==> src/rtl/trigger_ctrl.sv <==
// trigger_ctrl: multi-channel two's-complement level trigger with hysteresis, arm/holdoff FSM
// and a 3-cycle data delay aligned to the trigger pulse. Define TRIG_TIMESTAMP_EN to add trig_ts.
module trigger_ctrl #(
    parameter int DW     = 14,
    parameter int SEL_W  = 1,
    parameter int HOLD_W = 16,
    parameter int CNT_W  = 16
) (
    input  logic                     adc_clk,
    input  logic                     adc_rst,
    input  logic [(2**SEL_W)*DW-1:0] adc_dat,
    output logic [(2**SEL_W)*DW-1:0] adc_dat_out,
    input  logic [SEL_W-1:0]         cfg_sel,
    input  logic [DW-1:0]            cfg_level,
    input  logic [DW-1:0]            cfg_hyst,
    input  logic                     cfg_edge,
    input  logic                     cfg_single,
    input  logic [HOLD_W-1:0]        cfg_holdoff,
    input  logic                     arm,
    input  logic                     disarm,
    output logic                     armed,
    output logic                     trigger,
    output logic [CNT_W-1:0]         trig_cnt
`ifdef TRIG_TIMESTAMP_EN
    ,
    output logic [31:0]              trig_ts
`endif
);

    localparam int N_CH = 2**SEL_W;
    localparam int PW   = N_CH*DW;
    localparam int EW   = DW+2;

    typedef enum logic [1:0] {
        ST_IDLE  = 2'd0,
        ST_ARMED = 2'd1,
        ST_HOLD  = 2'd2
    } state_t;

    // Sign-extend a sample or level into the widened compare domain.
    function automatic logic signed [EW-1:0] sext(input logic [DW-1:0] v);
        sext = {{2{v[DW-1]}}, v};
    endfunction

    // Zero-extend the unsigned hysteresis band into the compare domain.
    function automatic logic signed [EW-1:0] zext(input logic [DW-1:0] v);
        zext = {2'b00, v};
    endfunction

    logic [DW-1:0]        ch_s [N_CH];
    logic [DW-1:0]        sel_sample_s;
    logic [DW-1:0]        sample_r;
    logic [DW-1:0]        level_r;
    logic [DW-1:0]        hyst_r;
    logic                 edge_r;
    logic                 edge_d_r;
    logic                 act_r;
    logic                 act_d_r;
    logic                 act_next_s;
    logic signed [EW-1:0] s_ext_s;
    logic signed [EW-1:0] lvl_ext_s;
    logic signed [EW-1:0] lo_s;
    logic signed [EW-1:0] hi_s;
    logic                 fire_s;
    state_t               state_r;
    state_t               state_s;
    logic                 hold_load_s;
    logic [HOLD_W-1:0]    hold_cnt_r;
    logic                 armed_r;
    logic                 trigger_r;
    logic [CNT_W-1:0]     trig_cnt_r;
    logic [PW-1:0]        dly0_r;
    logic [PW-1:0]        dly1_r;
    logic [PW-1:0]        dly2_r;

    // Split the packed input bus into channels and pick the configured source.
    always_comb begin
        for (int k = 0; k < N_CH; k++) begin
            ch_s[k] = adc_dat[k*DW +: DW];
        end
        sel_sample_s = ch_s[cfg_sel];
    end

    // Stage 1: register the selected sample together with the compare configuration.
    always_ff @(posedge adc_clk) begin
        if (adc_rst) begin
            sample_r <= {DW{1'b0}};
            level_r  <= {DW{1'b0}};
            hyst_r   <= {DW{1'b0}};
            edge_r   <= 1'b0;
        end else begin
            sample_r <= sel_sample_s;
            level_r  <= cfg_level;
            hyst_r   <= cfg_hyst;
            edge_r   <= cfg_edge;
        end
    end

    // Stage 2 compare: widened arithmetic keeps level +/- hyst from wrapping.
    always_comb begin
        s_ext_s    = sext(sample_r);
        lvl_ext_s  = sext(level_r);
        lo_s       = lvl_ext_s - zext(hyst_r);
        hi_s       = lvl_ext_s + zext(hyst_r);
        act_next_s = act_r;
        if (edge_r != edge_d_r) begin
            act_next_s = 1'b0;
        end else if (!edge_r) begin
            if (s_ext_s >= lvl_ext_s) begin
                act_next_s = 1'b1;
            end else if (s_ext_s < lo_s) begin
                act_next_s = 1'b0;
            end else begin
                act_next_s = act_r;
            end
        end else begin
            if (s_ext_s <= lvl_ext_s) begin
                act_next_s = 1'b1;
            end else if (s_ext_s > hi_s) begin
                act_next_s = 1'b0;
            end else begin
                act_next_s = act_r;
            end
        end
    end

    // Stage 2 state: hysteresis flag, its previous value and the previous edge mode.
    always_ff @(posedge adc_clk) begin
        if (adc_rst) begin
            act_r    <= 1'b0;
            act_d_r  <= 1'b0;
            edge_d_r <= 1'b0;
        end else begin
            act_r    <= act_next_s;
            act_d_r  <= act_r;
            edge_d_r <= edge_r;
        end
    end

    // Stage 3 qualification and FSM next state; disarm wins over arm and over re-arming.
    always_comb begin
        fire_s      = (state_r == ST_ARMED) && act_r && !act_d_r;
        state_s     = state_r;
        hold_load_s = 1'b0;
        case (state_r)
            ST_IDLE: begin
                if (disarm) begin
                    state_s = ST_IDLE;
                end else if (arm) begin
                    state_s = ST_ARMED;
                end else begin
                    state_s = ST_IDLE;
                end
            end
            ST_ARMED: begin
                if (disarm) begin
                    state_s = ST_IDLE;
                end else if (!fire_s) begin
                    state_s = ST_ARMED;
                end else if (cfg_holdoff != {HOLD_W{1'b0}}) begin
                    state_s     = ST_HOLD;
                    hold_load_s = 1'b1;
                end else if (cfg_single) begin
                    state_s = ST_IDLE;
                end else begin
                    state_s = ST_ARMED;
                end
            end
            ST_HOLD: begin
                if (disarm) begin
                    state_s = ST_IDLE;
                end else if (hold_cnt_r <= {{(HOLD_W-1){1'b0}}, 1'b1}) begin
                    state_s = cfg_single ? ST_IDLE : ST_ARMED;
                end else begin
                    state_s = ST_HOLD;
                end
            end
            default: begin
                state_s = ST_IDLE;
            end
        endcase
    end

    // FSM state, holdoff counter and registered control outputs.
    always_ff @(posedge adc_clk) begin
        if (adc_rst) begin
            state_r    <= ST_IDLE;
            hold_cnt_r <= {HOLD_W{1'b0}};
            armed_r    <= 1'b0;
            trigger_r  <= 1'b0;
            trig_cnt_r <= {CNT_W{1'b0}};
        end else begin
            state_r   <= state_s;
            armed_r   <= (state_s == ST_ARMED);
            trigger_r <= fire_s;
            if (hold_load_s) begin
                hold_cnt_r <= cfg_holdoff;
            end else if (state_r == ST_HOLD) begin
                hold_cnt_r <= hold_cnt_r - {{(HOLD_W-1){1'b0}}, 1'b1};
            end
            if (fire_s) begin
                trig_cnt_r <= trig_cnt_r + {{(CNT_W-1){1'b0}}, 1'b1};
            end
        end
    end

    // Three-deep data delay so adc_dat_out shows the sample that caused the trigger.
    always_ff @(posedge adc_clk) begin
        if (adc_rst) begin
            dly0_r <= {PW{1'b0}};
            dly1_r <= {PW{1'b0}};
            dly2_r <= {PW{1'b0}};
        end else begin
            dly0_r <= adc_dat;
            dly1_r <= dly0_r;
            dly2_r <= dly1_r;
        end
    end

    assign adc_dat_out = dly2_r;
    assign armed       = armed_r;
    assign trigger     = trigger_r;
    assign trig_cnt    = trig_cnt_r;

`ifdef TRIG_TIMESTAMP_EN
    logic [31:0] ts_cnt_r;
    logic [31:0] trig_ts_r;

    // Free-running cycle counter; trig_ts takes the count of the cycle the pulse is visible in.
    always_ff @(posedge adc_clk) begin
        if (adc_rst) begin
            ts_cnt_r  <= 32'd0;
            trig_ts_r <= 32'd0;
        end else begin
            ts_cnt_r <= ts_cnt_r + 32'd1;
            if (fire_s) begin
                trig_ts_r <= ts_cnt_r + 32'd1;
            end
        end
    end

    assign trig_ts = trig_ts_r;
`endif

endmodule

==> config.mk <==
export PLATFORM = sky130hd
export DESIGN_NAME = trigger_ctrl
export DESIGN_NICKNAME = d
export VERILOG_FILES = /design/src/rtl/trigger_ctrl.sv
export SDC_FILE = /design/constraint.sdc
export NUM_CORES = 1
export LEC_CHECK = 0
export ABC_AREA = 1
export CORE_MARGIN = 2
export CORE_UTILIZATION = 33
export CTS_BUF_LIST = sky130_fd_sc_hd__clkbuf_16
export CTS_CLUSTER_SIZE = 8
export DETAILED_ROUTE_END_ITERATION = 12
export GPL_TIMING_DRIVEN = 0
export SLEW_MARGIN = 20
export SYNTH_ARGS = -nofsm -noshare
export SYNTH_HDL_FRONTEND = slang
export SYNTH_SLANG_ARGS = --single-unit
==> constraint.sdc <==
create_clock -name adc_clk -period 6.3 [get_ports adc_clk]
set_input_delay 0.945 -clock adc_clk [delete_from_list [all_inputs] [get_ports adc_clk]]
set_output_delay 0.945 -clock adc_clk [all_outputs]
set_load 0.1 [all_outputs]
==> flow_summary_export.csv, run 1 <==
group,metric,value,unit
global_routing,grt_max_degree,19,
die,dieArea,26500,sq um
setup_path,critical_path_required,6630,ps
flow_run,maxCapViolCount,0,
power_and_ir_drop,leakage,5.07,nW
synthesis,synth_area,8310,sq um
synthesis,synth_top_cell_by_area,"dfxtp_1",
global_routing,grt_pass1_vias,6578,
synthesis,ys_seq_area_share,40.0,%
place,place_ws,2910,ps
setup_path,cp_max_fo,6,
cells_and_area,drive_above_1_share,5.74,%
die,die_w,163,um
power_and_ir_drop,ir_drop,0.162,mV
setup_path,crit_arrival,3760,ps
sta,setup_slack,2860,ps
cells_and_area,nets,1416,
cts,root_buffer,"clkbuf_16",
cells_and_area,syn_to_final_growth,27.1,%
place,dp_hpwl,16400,um
die,io_pins,125,
sta,hold_viol,0,
setup_path,cp_top_family,"compound AO/OA/AOI/OAI gates",
cts,cts_sinks,166,
setup_path,slowest_stage,"dfxtp_1",
sta,fin_skew,12.9,ps
synthesis,synth_top_area_share,40.0,%
cts,cts_buffer_depth,2,
global_routing,antenna_found_initial,0,
cells_and_area,design_area,10600,sq um
synthesis,synth_area_leaders,"dfxtp_1 (40%), ha_1 (12%), inv_1 (9.9%), nor2_1 (8.5%), nand2_1 (7.9%)",
cts,cts_resized,0,
cts,numCtsBuffers,17,
cts,postCtsSetupRepairBufs,0,
setup_path,crit_path_cell_trace,"inv_1 > ha_1 > inv_1 > nor2_1 > a221oi_1 > o211ai_1 > xor2_1 > ha_1 > nand2_1 > o21bai_1 > nand2_1 > a21oi_1 > nand2_1 > nand2_1 > nand3_1 > a21oi_1 > nor2_1",
sta,max_freq,0.291,GHz
drt,wl,20800,um
place,io_buffers,123,
synthesis,synthCells,1116,
setup_path,max_stage_delay,530,ps
synthesis,ys_ff_latch,166,
synthesis,syn_nets,1274,
setup_path,path_class,"reg -> reg",
power_and_ir_drop,p_per_area,252,nW/um^2
synthesis,ys_async_sr_fraction,0,%
drt,vias,6971,
synthesis,avgSynthCellArea,7.45,sq um
setup_path,path_buf_inv,2,
sta,worst_pin_slew,1000,ps
place,postPlaceCellArea,9960,sq um
cts,clkLatencyLatePin,430,ps
cts,htree_levels,4,
cts,cts_tree,"yes",
synthesis,ys.flop_type,"dfxtp_1",
place,gp_congestion,0.911,
sta,hold_slack,398,ps
cts,cts.clk_slew.worst_paths,70,ps
sta,tns,0,ps
sta,period_minus_slack,3440,ps
cts,cts-hold-fix-buffers,0,
min_path,hold_path_class,"reg -> reg",
synthesis,ys_warn_count,0,
sta,rsz0062_at_grt,"false",
sta,slew_violations,0,
die,die_y,163,um
global_routing,grt_use_total,16.0,%
die,rows,58,
setup_path,path_common_cell,"nand2_1",
synthesis,synth_cell_types,50,
drt,antenna_left,0,
die,coreArea,25000,sq um
synthesis,synth-edff-count,0,
global_routing,grt_pass1_wl,33100,um
sta,finalSetupViolCount,0,
status,outcome,"complete, no violations",
drt,drt_iter0_markers,297,
drt,wire_per_inst,13.0,um
drt,routed_via_density,4.35,
sta,timing.slew.headroom,32.9,%
setup_path,crit_path_end_kind,"register",
drt,post-route-drc-count,0,
place,dp_cells,1569,
setup_path,start_kind,"register",
die,start_util,33.3,%
drt,drtPass1Iterations,5,
global_routing,grt_overflow,0,
sta,fin_crit_sh,54.6,%
cells_and_area,n_antenna_cell,0,
cells_and_area,finalNonFillerCells,1601,
-- state kept, by name, indices dropped and copies added, names as in the netlist --
signal,flops
state_r,2
sample_r,14
edge_d_r,1
trig_cnt,16
act_r,1
hyst_r,14
edge_r,1
dly0_r,28
act_d_r,1
armed,1
trigger,1
dly1_r,28
adc_dat_out,28
level_r,14
hold_cnt_r,16
-- worst paths after layout --
kind,from,end,slack (ps),depth (start not counted)
worst min register to register,dly0_r[21],dly1_r[21],400,2
worst max register to register,level_r[13],act_r,2860,17
worst max-delay path,level_r[13],act_r,2860,17
worst min-delay path,dly0_r[21],dly1_r[21],400,2
-- metal layers --
metal	GRT usage (%)	vias up	share of wire, %
met5	0	-	0
met4	5.15	0	1.7
met3	2.80	22	3.9
met2	26.6	147	46
met1	21.2	3069	48
li1	-	3733	-
-- stage by stage --
stage	util [%]	power, W
global placement	39.9	0.00161
CTS	42.3	0.00269
finish	42.3	0.00266
global route	42.3	0.00279
floorplan	-	0.00146
detailed placement	39.9	0.00161
-- layout by cell type (no fill, tap or decap), types with 2 or more instances in the layout --
cell               n
a211oi_1           2
a21o_1             5
a21oi_1           61
a21oi_2            6
a221oi_1           2
a221oi_2           2
a31oi_1            7
clkbuf_1          20
clkbuf_16         17
clkdlybuf4s50_1  123
clkinv_8           3
dfxtp_1          166
fa_1               2
ha_1              77
inv_1            221
inv_2              9
inv_6              4
inv_8              6
nand2_1          175
nand2_2            4
nand2_4            2
nand3_1           34
nand3_2            2
nand3b_1           2
nand4_1           10
nor2_1           188
nor2_4             4
nor3_1             8
o21a_1             3
o21ai_0           38
o21ai_2            3
o21bai_1           8
o221ai_1           3
xnor2_1            4
xor2_1            29
-- cell usage after synthesis (2+ instances only) --
cell,count
nand2_4,2
a211oi_1,2
o21ai_0,38
inv_2,9
a21o_1,5
dfxtp_1,166
a221oi_2,2
nand3b_1,2
xnor2_1,4
clkbuf_1,20
nor2_4,4
nand2_2,4
nor2_1,188
o21bai_1,8
a31oi_1,7
o21a_1,3
nand3_1,34
xor2_1,29
o221ai_1,3
nand2_1,175
a21oi_1,61
o21ai_2,3
nand3_2,2
nand4_1,10
a221oi_1,2
inv_1,220
nor3_1,8
ha_1,77
a21oi_2,6
fa_1,2
-- worst reg2reg max path: stages (launching register included) --
cell	delay [ps]
dfxtp_1	530
inv_1	220
ha_1	440
inv_1	170
nor2_1	70
a221oi_1	370
o211ai_1	190
xor2_1	190
ha_1	280
nand2_1	120
o21bai_1	120
nand2_1	60
a21oi_1	210
nand2_1	80
nand2_1	60
nand3_1	60
a21oi_1	120
nor2_1	50
-- where the power goes --
| part | internal [W] | leakage (nW) | total (W) | switching [W] |
|---|---|---|---|---|
| sequential | 0.00109 | 1.37 | 0.00112 | 0.0000259 |
| clock | 0.000573 | 0.300 | 0.00107 | 0.000497 |
| combinational | 0.000185 | 3.41 | 0.000474 | 0.000289 |
| total | 0.00185 | 5.07 | 0.00266 | 0.000811 |
-- cell type report --
cell class                 count  area [sq um]
inverter                     231           872
buffer                        24           104
multi-input combinational    695          4010
sequential                   166          3320
tap                          330           413
clock buffer                  17           425
timing repair buffer         123          1230
clock inverter                15           184
fill                        2620         14400
-- kinds of logic after synthesis --
kind of cell | after synthesis | synth area share, %
AOI/OAI and AO/OA | 146 | 10.6
xor gates and xnor gates | 33 | 3.48
adders and majority gates | 79 | 12.1
buffers and inverters | 255 | 11.7
DFF | 166 | 40.0
and+or+nand+nor | 437 | 22.1
Power figures use the tool's default switching activity.
==> inputs of run 2 (changes only) <==
==> constraint.sdc (replaced) <==
create_clock -name adc_clk -period 3 [get_ports adc_clk]
set_input_delay 0.45 -clock adc_clk [delete_from_list [all_inputs] [get_ports adc_clk]]
set_output_delay 0.45 -clock adc_clk [all_outputs]
set_load 0.1 [all_outputs]
==> flow_summary_export.csv, run 2 (synthesis results as in run 1) <==
group,metric,value,unit
global_routing,antenna_found_initial,0,
setup_path,start_kind,"register",
cells_and_area,drive_above_1_share,10.3,%
die,rows,58,
global_routing,grt_use_total,16.2,%
die,start_util,33.3,%
cells_and_area,n_antenna_cell,0,
cells_and_area,design_area,10900,sq um
power_and_ir_drop,leakage,5.16,nW
sta,hold_slack,399,ps
sta,finalSetupViolCount,0,
status,outcome,"complete, no violations",
setup_path,path_common_cell,"nand2_1",
global_routing,grt_pass1_wl,33300,um
cells_and_area,regArea,3340,sq um
global_routing,grt_pass1_vias,6622,
drt,vias,7051,
power_and_ir_drop,seqPwrFrac,41.4,%
die,coreArea,25000,sq um
setup_path,critical_path_required,3370,ps
place,io_buffers,123,
setup_path,crit_arrival,3320,ps
flow_run,maxCapViolCount,0,
die,io_pins,125,
sta,fin_crit_sh,98.2,%
cts,numCtsBuffers,17,
place,gp_congestion,0.911,
power_and_ir_drop,switching_share,30.8,%
setup_path,path_class,"reg -> reg",
sta,hold_viol,0,
global_routing,grt_max_degree,19,
cells_and_area,nets,1430,
place,dp_hpwl,16400,um
sta,rsz0062_at_grt,"true",
power_and_ir_drop,pwr-share-comb,19.0,%
drt,antenna_left,0,
cts,htree_levels,4,
setup_path,crit_path_end_kind,"register",
setup_path,max_stage_delay,380,ps
die,die_y,163,um
cts,cts_buffer_depth,2,
drt,wire_per_inst,13.2,um
drt,drt_iter0_markers,261,
drt,routed_via_density,4.37,
cells_and_area,final_cell_mix,"inv_1 (216), nor2_1 (187), nand2_1 (170)",
cts,cts.clk_slew.worst_paths,70,ps
cells_and_area,fill_cells,2593,
setup_path,slowest_stage,"fa_2",
die,die_w,163,um
setup_path,cp_max_fo,3,
power_and_ir_drop,p_per_area,520,nW/um^2
sta,tns,0,ps
power_and_ir_drop,netSwitchingPower,0.00175,W
setup_path,crit_path_cell_trace,"inv_4 > ha_4 > inv_2 > fa_2 > nand3_2 > nand3_4 > a21oi_4 > inv_2 > a21o_1 > buf_4 > xor2_1 > ha_1 > nand2_1 > o21ai_1 > a21oi_2 > nand2_1 > nand2_1 > nand3_1 > nand2_1 > nand2_1 > nor2_1",
sta,max_freq,0.339,GHz
power_and_ir_drop,p_int,0.00393,W
cells_and_area,final_util,43.8,%
cts,clkLatencyLatePin,430,ps
sta,fin_skew,11.6,ps
drt,drtPass1Iterations,5,
power_and_ir_drop,clockPowerShare,39.6,%
place,postPlaceCellArea,9960,sq um
cells_and_area,final_common_cell,"inv_1",
power_and_ir_drop,ir_drop,0.341,mV
sta,worst_pin_slew,1000,ps
power_and_ir_drop,total_power,0.00568,W
drt,post-route-drc-count,0,
cells_and_area,syn_to_final_growth,31.4,%
global_routing,grt_overflow,0,
cts,cts_sinks,166,
cts,root_buffer,"clkbuf_16",
cts,cts_tree,"yes",
die,dieArea,26500,sq um
cells_and_area,multi_input_area,4250,sq um
sta,period_minus_slack,2950,ps
drt,wl,21300,um
sta,slew_violations,0,
min_path,hold_path_class,"reg -> reg",
sta,timing.slew.headroom,32.9,%
[run 2: final cells by class]
type,count,share of cell area (%)
Multi-Input combinational cell,695,38.9
Sequential cell,166,30.5
Timing Repair Buffer,137,12.2
Inverter,231,8.04
Clock buffer,17,3.89
Tap cell,330,3.78
Clock inverter,15,1.68
Buffer,24,0.973
[run 2: worst paths after layout]
kind | startpoint | end | slack (ps) | cells past startpoint
worst max register to register | level_r[0] | act_r | 50 | 21
worst max-delay path | level_r[0] | act_r | 50 | 21
worst min-delay path | dly0_r[21] | dly1_r[21] | 400 | 2
worst min register to register | dly0_r[21] | dly1_r[21] | 400 | 2
[run 2: timing repair]
| action | 4_1_cts | 5_1_grt |
|---|---|---|
| buffers inserted | 3 | 11 |
| hold buffers | 0 | 0 |
| endpoints found under the setup margin | 1 | 1 |
| pin swaps | 2 | 29 |
| gates resized for setup | 20 | 46 |
[run 2: through the flow]
step                      cells  worst slack [ps]
after floorplan            1116               313
after global placement     1569              -432
after detailed placement   1569              -387
after CTS                  1604              1.84
after global routing       1615              -159
final                      1615              52.9
[run 2: worst max-delay path: cells and delay by family (launching register included)]
kind | cells | cell delay, ps
compound gates | 4 | 630
xor+xnor | 1 | 200
buf+inv | 4 | 280
flops | 1 | 370
simple gates | 9 | 620
fa+ha+maj | 3 | 790
[run 2: power groups by stage]
stage | Sequential [W] | Clock, W | Combinational, W
global placement | 0.00240 | 0 | 0.000984
finish | 0.00235 | 0.00225 | 0.00108
CTS | 0.00235 | 0.00229 | 0.00103
floorplan | 0.00247 | 0 | 0.000598
detailed placement | 0.00240 | 0 | 0.000992
global route | 0.00236 | 0.00239 | 0.00121
[run 2: layer usage]
layer	global-route usage [%]	vias up	part of all wire [%]
li1	-	3751	-
met1	21.3	3132	48
met2	26.6	144	47
met3	2.85	24	3.6
met4	5.59	0	1.8
met5	0	-	0
